===== src/rtl/branch_comp.sv =====
// Execute-stage branch condition evaluator: decides taken/not-taken for RV32I
// conditional branches and forces taken for jumps, registered for PC select.
module branch_comp #(
  parameter int XLEN  = 32,
  parameter int OPLEN = 8
) (
  input  logic             clk,
  input  logic             rst,
  input  logic [XLEN-1:0]  rs1data_de,
  input  logic [XLEN-1:0]  rs2data_de,
  input  logic [OPLEN-1:0] decoded_op_de,
  output logic             jamp_state_pre
);

  localparam logic [3:0] CLS_BRANCH = 4'b0011;
  localparam logic [3:0] CLS_JUMP   = 4'b0100;

  typedef enum logic [2:0] {
    F3_BEQ  = 3'b000,
    F3_BNE  = 3'b001,
    F3_BLT  = 3'b100,
    F3_BGE  = 3'b101,
    F3_BLTU = 3'b110,
    F3_BGEU = 3'b111
  } funct3_e;

  logic [3:0] op_class;
  logic [2:0] funct3;
  logic       op_rsvd_unused;

  assign op_class       = decoded_op_de[7:4];
  assign funct3         = decoded_op_de[2:0];
  assign op_rsvd_unused = decoded_op_de[3];

  logic cmp_eq;
  logic cmp_ltu;
  logic cmp_lt;
  logic msb_diff;

  // Signed less-than reuses the unsigned comparator: differing sign bits
  // decide outright, equal sign bits leave the unsigned order intact.
  always_comb begin
    cmp_eq   = (rs1data_de == rs2data_de);
    cmp_ltu  = (rs1data_de <  rs2data_de);
    msb_diff = rs1data_de[XLEN-1] ^ rs2data_de[XLEN-1];
    cmp_lt   = msb_diff ? rs1data_de[XLEN-1] : cmp_ltu;
  end

  logic jamp_state_d;
  logic jamp_state_q;

  // Default 0 keeps the result clean when operands are X on non-branch ops.
  always_comb begin
    jamp_state_d = 1'b0;
    if (op_class == CLS_JUMP) begin
      jamp_state_d = 1'b1;
    end else if (op_class == CLS_BRANCH) begin
      case (funct3)
        F3_BEQ:  jamp_state_d = cmp_eq;
        F3_BNE:  jamp_state_d = ~cmp_eq;
        F3_BLT:  jamp_state_d = cmp_lt;
        F3_BGE:  jamp_state_d = ~cmp_lt;
        F3_BLTU: jamp_state_d = cmp_ltu;
        F3_BGEU: jamp_state_d = ~cmp_ltu;
        default: jamp_state_d = 1'b0;
      endcase
    end
  end

  always_ff @(posedge clk) begin
    if (rst) jamp_state_q <= 1'b0;
    else     jamp_state_q <= jamp_state_d;
  end

  assign jamp_state_pre = jamp_state_q;

endmodule


===== config.mk =====
export PLATFORM = sky130hd
export DESIGN_NAME = branch_comp
export DESIGN_NICKNAME = d
export VERILOG_FILES = /design/src/rtl/branch_comp.sv
export SDC_FILE = /design/constraint.sdc
export NUM_CORES = 1
export LEC_CHECK = 0
export BUFFER_PORTS_ARGS = -buffer_cell sky130_fd_sc_hd__buf_2
export CORE_UTILIZATION = 30
export CTS_CLUSTER_SIZE = 8
export DETAILED_ROUTE_END_ITERATION = 10
export SLEW_MARGIN = 0
export SYNTH_ARGS = -nofsm -noshare
export SYNTH_HDL_FRONTEND = slang
export SYNTH_SLANG_ARGS = --single-unit

===== constraint.sdc =====
create_clock -name clk -period 2.2 [get_ports clk]
set_input_delay 0 -clock clk [delete_from_list [all_inputs] [get_ports clk]]
set_output_delay 0 -clock clk [all_outputs]
set_load 0.005 [all_outputs]

==> impl_metrics.tcl <==
set metrics [dict create \
    grt_pass1_vias 922 \
    cp.required_ps 2080 \
    setup_viol 0 \
    p_comb_share_pct 91.8 \
    synth.area.top_cells "ha_1, inv_1, a21oi_1, nand4_1, nand2_1" \
    synth-async-reset-ratio_pct 0 \
    cts_hold_buf 0 \
    grt_pass1_wl_um 3190 \
    wire_per_inst_um 8.14 \
    pwr-share-seq_pct 8.2 \
    relSlewSlack_pct 79.2 \
    drt_iter0_drc 14 \
    synth_seq_cells 1 \
    fin_cells 250 \
    ys_top_cells_by_count "inv_1, ha_1, a21oi_1, nand2_1, nand4_1" \
    yosysTopAreaCell "ha_1" \
    rsz0062_at_grt "no" \
    end_kind "flop" \
    post-place-cells 250 \
    io_buffer_count 73 \
    ir_worst_vdd_v 0.0000574 \
    fp.dieH_um 58.2 \
    dr.pass1.iters 4 \
    syn_area_um2 947 \
    start_util_pct 31.3 \
    finalCritPeriodShare_pct 87.3 \
    ys_warn_count 0 \
    grt-ovfl-total 0 \
    worstPathMaxFanout 3 \
    critPathKind "input port to flop" \
    synthCells 133 \
    stdcell_area_mm2 0.00137 \
    hold_path.class "input port to flop" \
    path_clk_slew_ps 0 \
    synth-edff-count 0 \
    fillCellCount 326 \
    synth_nets 239 \
    worstMarginPinSlew_ps 305 \
    gp_congestion 0.673 \
    startpoint_type "input port" \
    drc 0 \
    postCtsResizedCells 0 \
    slew_viol_final 0 \
    grt_start_max_net_pins 6 \
    fmax_ghz 0.520 \
    drive_above_1_share_pct 37.4 \
    dieArea_mm2 0.00339 \
    coreArea_mm2 0.00303 \
    yosysMostFrequentCell "inv_1" \
    dpl-instance-area_mm2 0.00137 \
    p_sw_w 0.0000985 \
    fin_crit_ps 1920 \
    synth_flop_cell "dfxtp_1" \
    clockPowerShare_pct 0 \
    largest_reg_flops 1 \
    tns_ps 0 \
    syn_area_per_cell_um2 7.12 \
    p_per_area_mw_per_mm2 169 \
    area_delta_synth_final_pct 44.4 \
    antenna_found_initial 0 \
    drt_wl_total_um 2030 \
    p_leak_nw 0.840 \
    io_pins 75 \
    layout.nets 314 \
    yosysTopAreaCellShare_pct 42.3 \
    yosysSeqAreaShare_pct 2.11 \
    outcome "complete, no violations" \
    p_sw_share_pct 42.7 \
    row_count 20 \
    cts_setup_buffers 0 \
    viasPerCell 4.38 \
    p_int_w 0.000132 \
    n_antenna_cell 0 \
    arrival_ps 1800 \
    dp_hpwl_um 1970 \
    synthDistinctLibCells 29 \
    hold_viol 0 \
    track_usage_pct 11.1 \
    max_cap_violations 0 \
    die-width_um 58.2 \
    seqCellArea_um2 20.0 \
    dr_total_vias 1096 \
    antenna_left 0 \
    multi_input_area_um2 800 \
]
[power groups by stage]
stage                     Combinational (W)  Sequential [W]  Clock [W]
after global routing               0.000244       0.0000190          0
final                              0.000212       0.0000190          0
after global placement             0.000213       0.0000190          0
after floorplan                    0.000122       0.0000191          0
after CTS                          0.000216       0.0000189          0
after detailed placement           0.000214       0.0000189          0
[routing by layer]
layer  routed length (um)  GRT usage [%]  vias to the layer above
met3                  124          0.670                        0
met1                  980           14.7                      439
li1                     -              -                      620
met5                    0              0                        -
met2                  928           20.4                       37
met4                    0          0.680                        0
[final cells by class]
type,count,share of cell area [%]
multi-input combinational,98,58.5
timing repair buffer,73,26.7
inverter,34,9.33
tap,44,4.03
sequential,1,1.46
[layout by cell type, fill, tap and decap left out, types with 2 or more instances in the layout]
| master | netlist | layout |
|---|---|---|
| buf_2 | 0 | 73 |
| inv_1 | 34 | 34 |
| ha_1 | 32 | 32 |
| a21oi_1 | 14 | 14 |
| nand2_1 | 11 | 11 |
| nand4_1 | 8 | 8 |
| nor2_1 | 4 | 4 |
| a21oi_2 | 3 | 3 |
| o21ai_0 | 3 | 3 |
| nand3_1 | 2 | 2 |
| o211ai_1 | 2 | 2 |
| mux2i_1 | 2 | 2 |
[cells by family after synthesis]
kind of cell | synth area share [%]
mux | 2.11
xor+xnor | 0.925
buf+inv | 13.5
compound gates | 20.6
flops | 2.11
simple gates | 18.5
fa+ha+maj | 42.3
[critical path, stage by stage]
cell and delay, ps:
buf_2 100, ha_1 310, nand4_1 150, nor2_1 80, o2bb2ai_1 120, or4_1 530, a21oi_2 200, mux2i_1 220
o22ai_1 80
[path summary, 6_finish.rpt]
path / to / cells past startpoint / from / slack, ps
setup / recovery: jamp_state_pre / 9 / rs1data_de[14] / 280
hold / removal: jamp_state_pre / 4 / rst / 290
[through the flow]
step	power, W	hold slack (ps)	utilization (%)	worst slack (ps)
2_1_floorplan	0.000141	170	-	513
3_3_place_gp	0.000232	288	45.2	265
3_5_place_dp	0.000233	296	45.2	293
4_1_cts	0.000235	297	45.2	275
5_1_grt	0.000263	324	45.2	168
6_report	0.000231	291	45.2	278
Power figures use the tool's default switching activity.
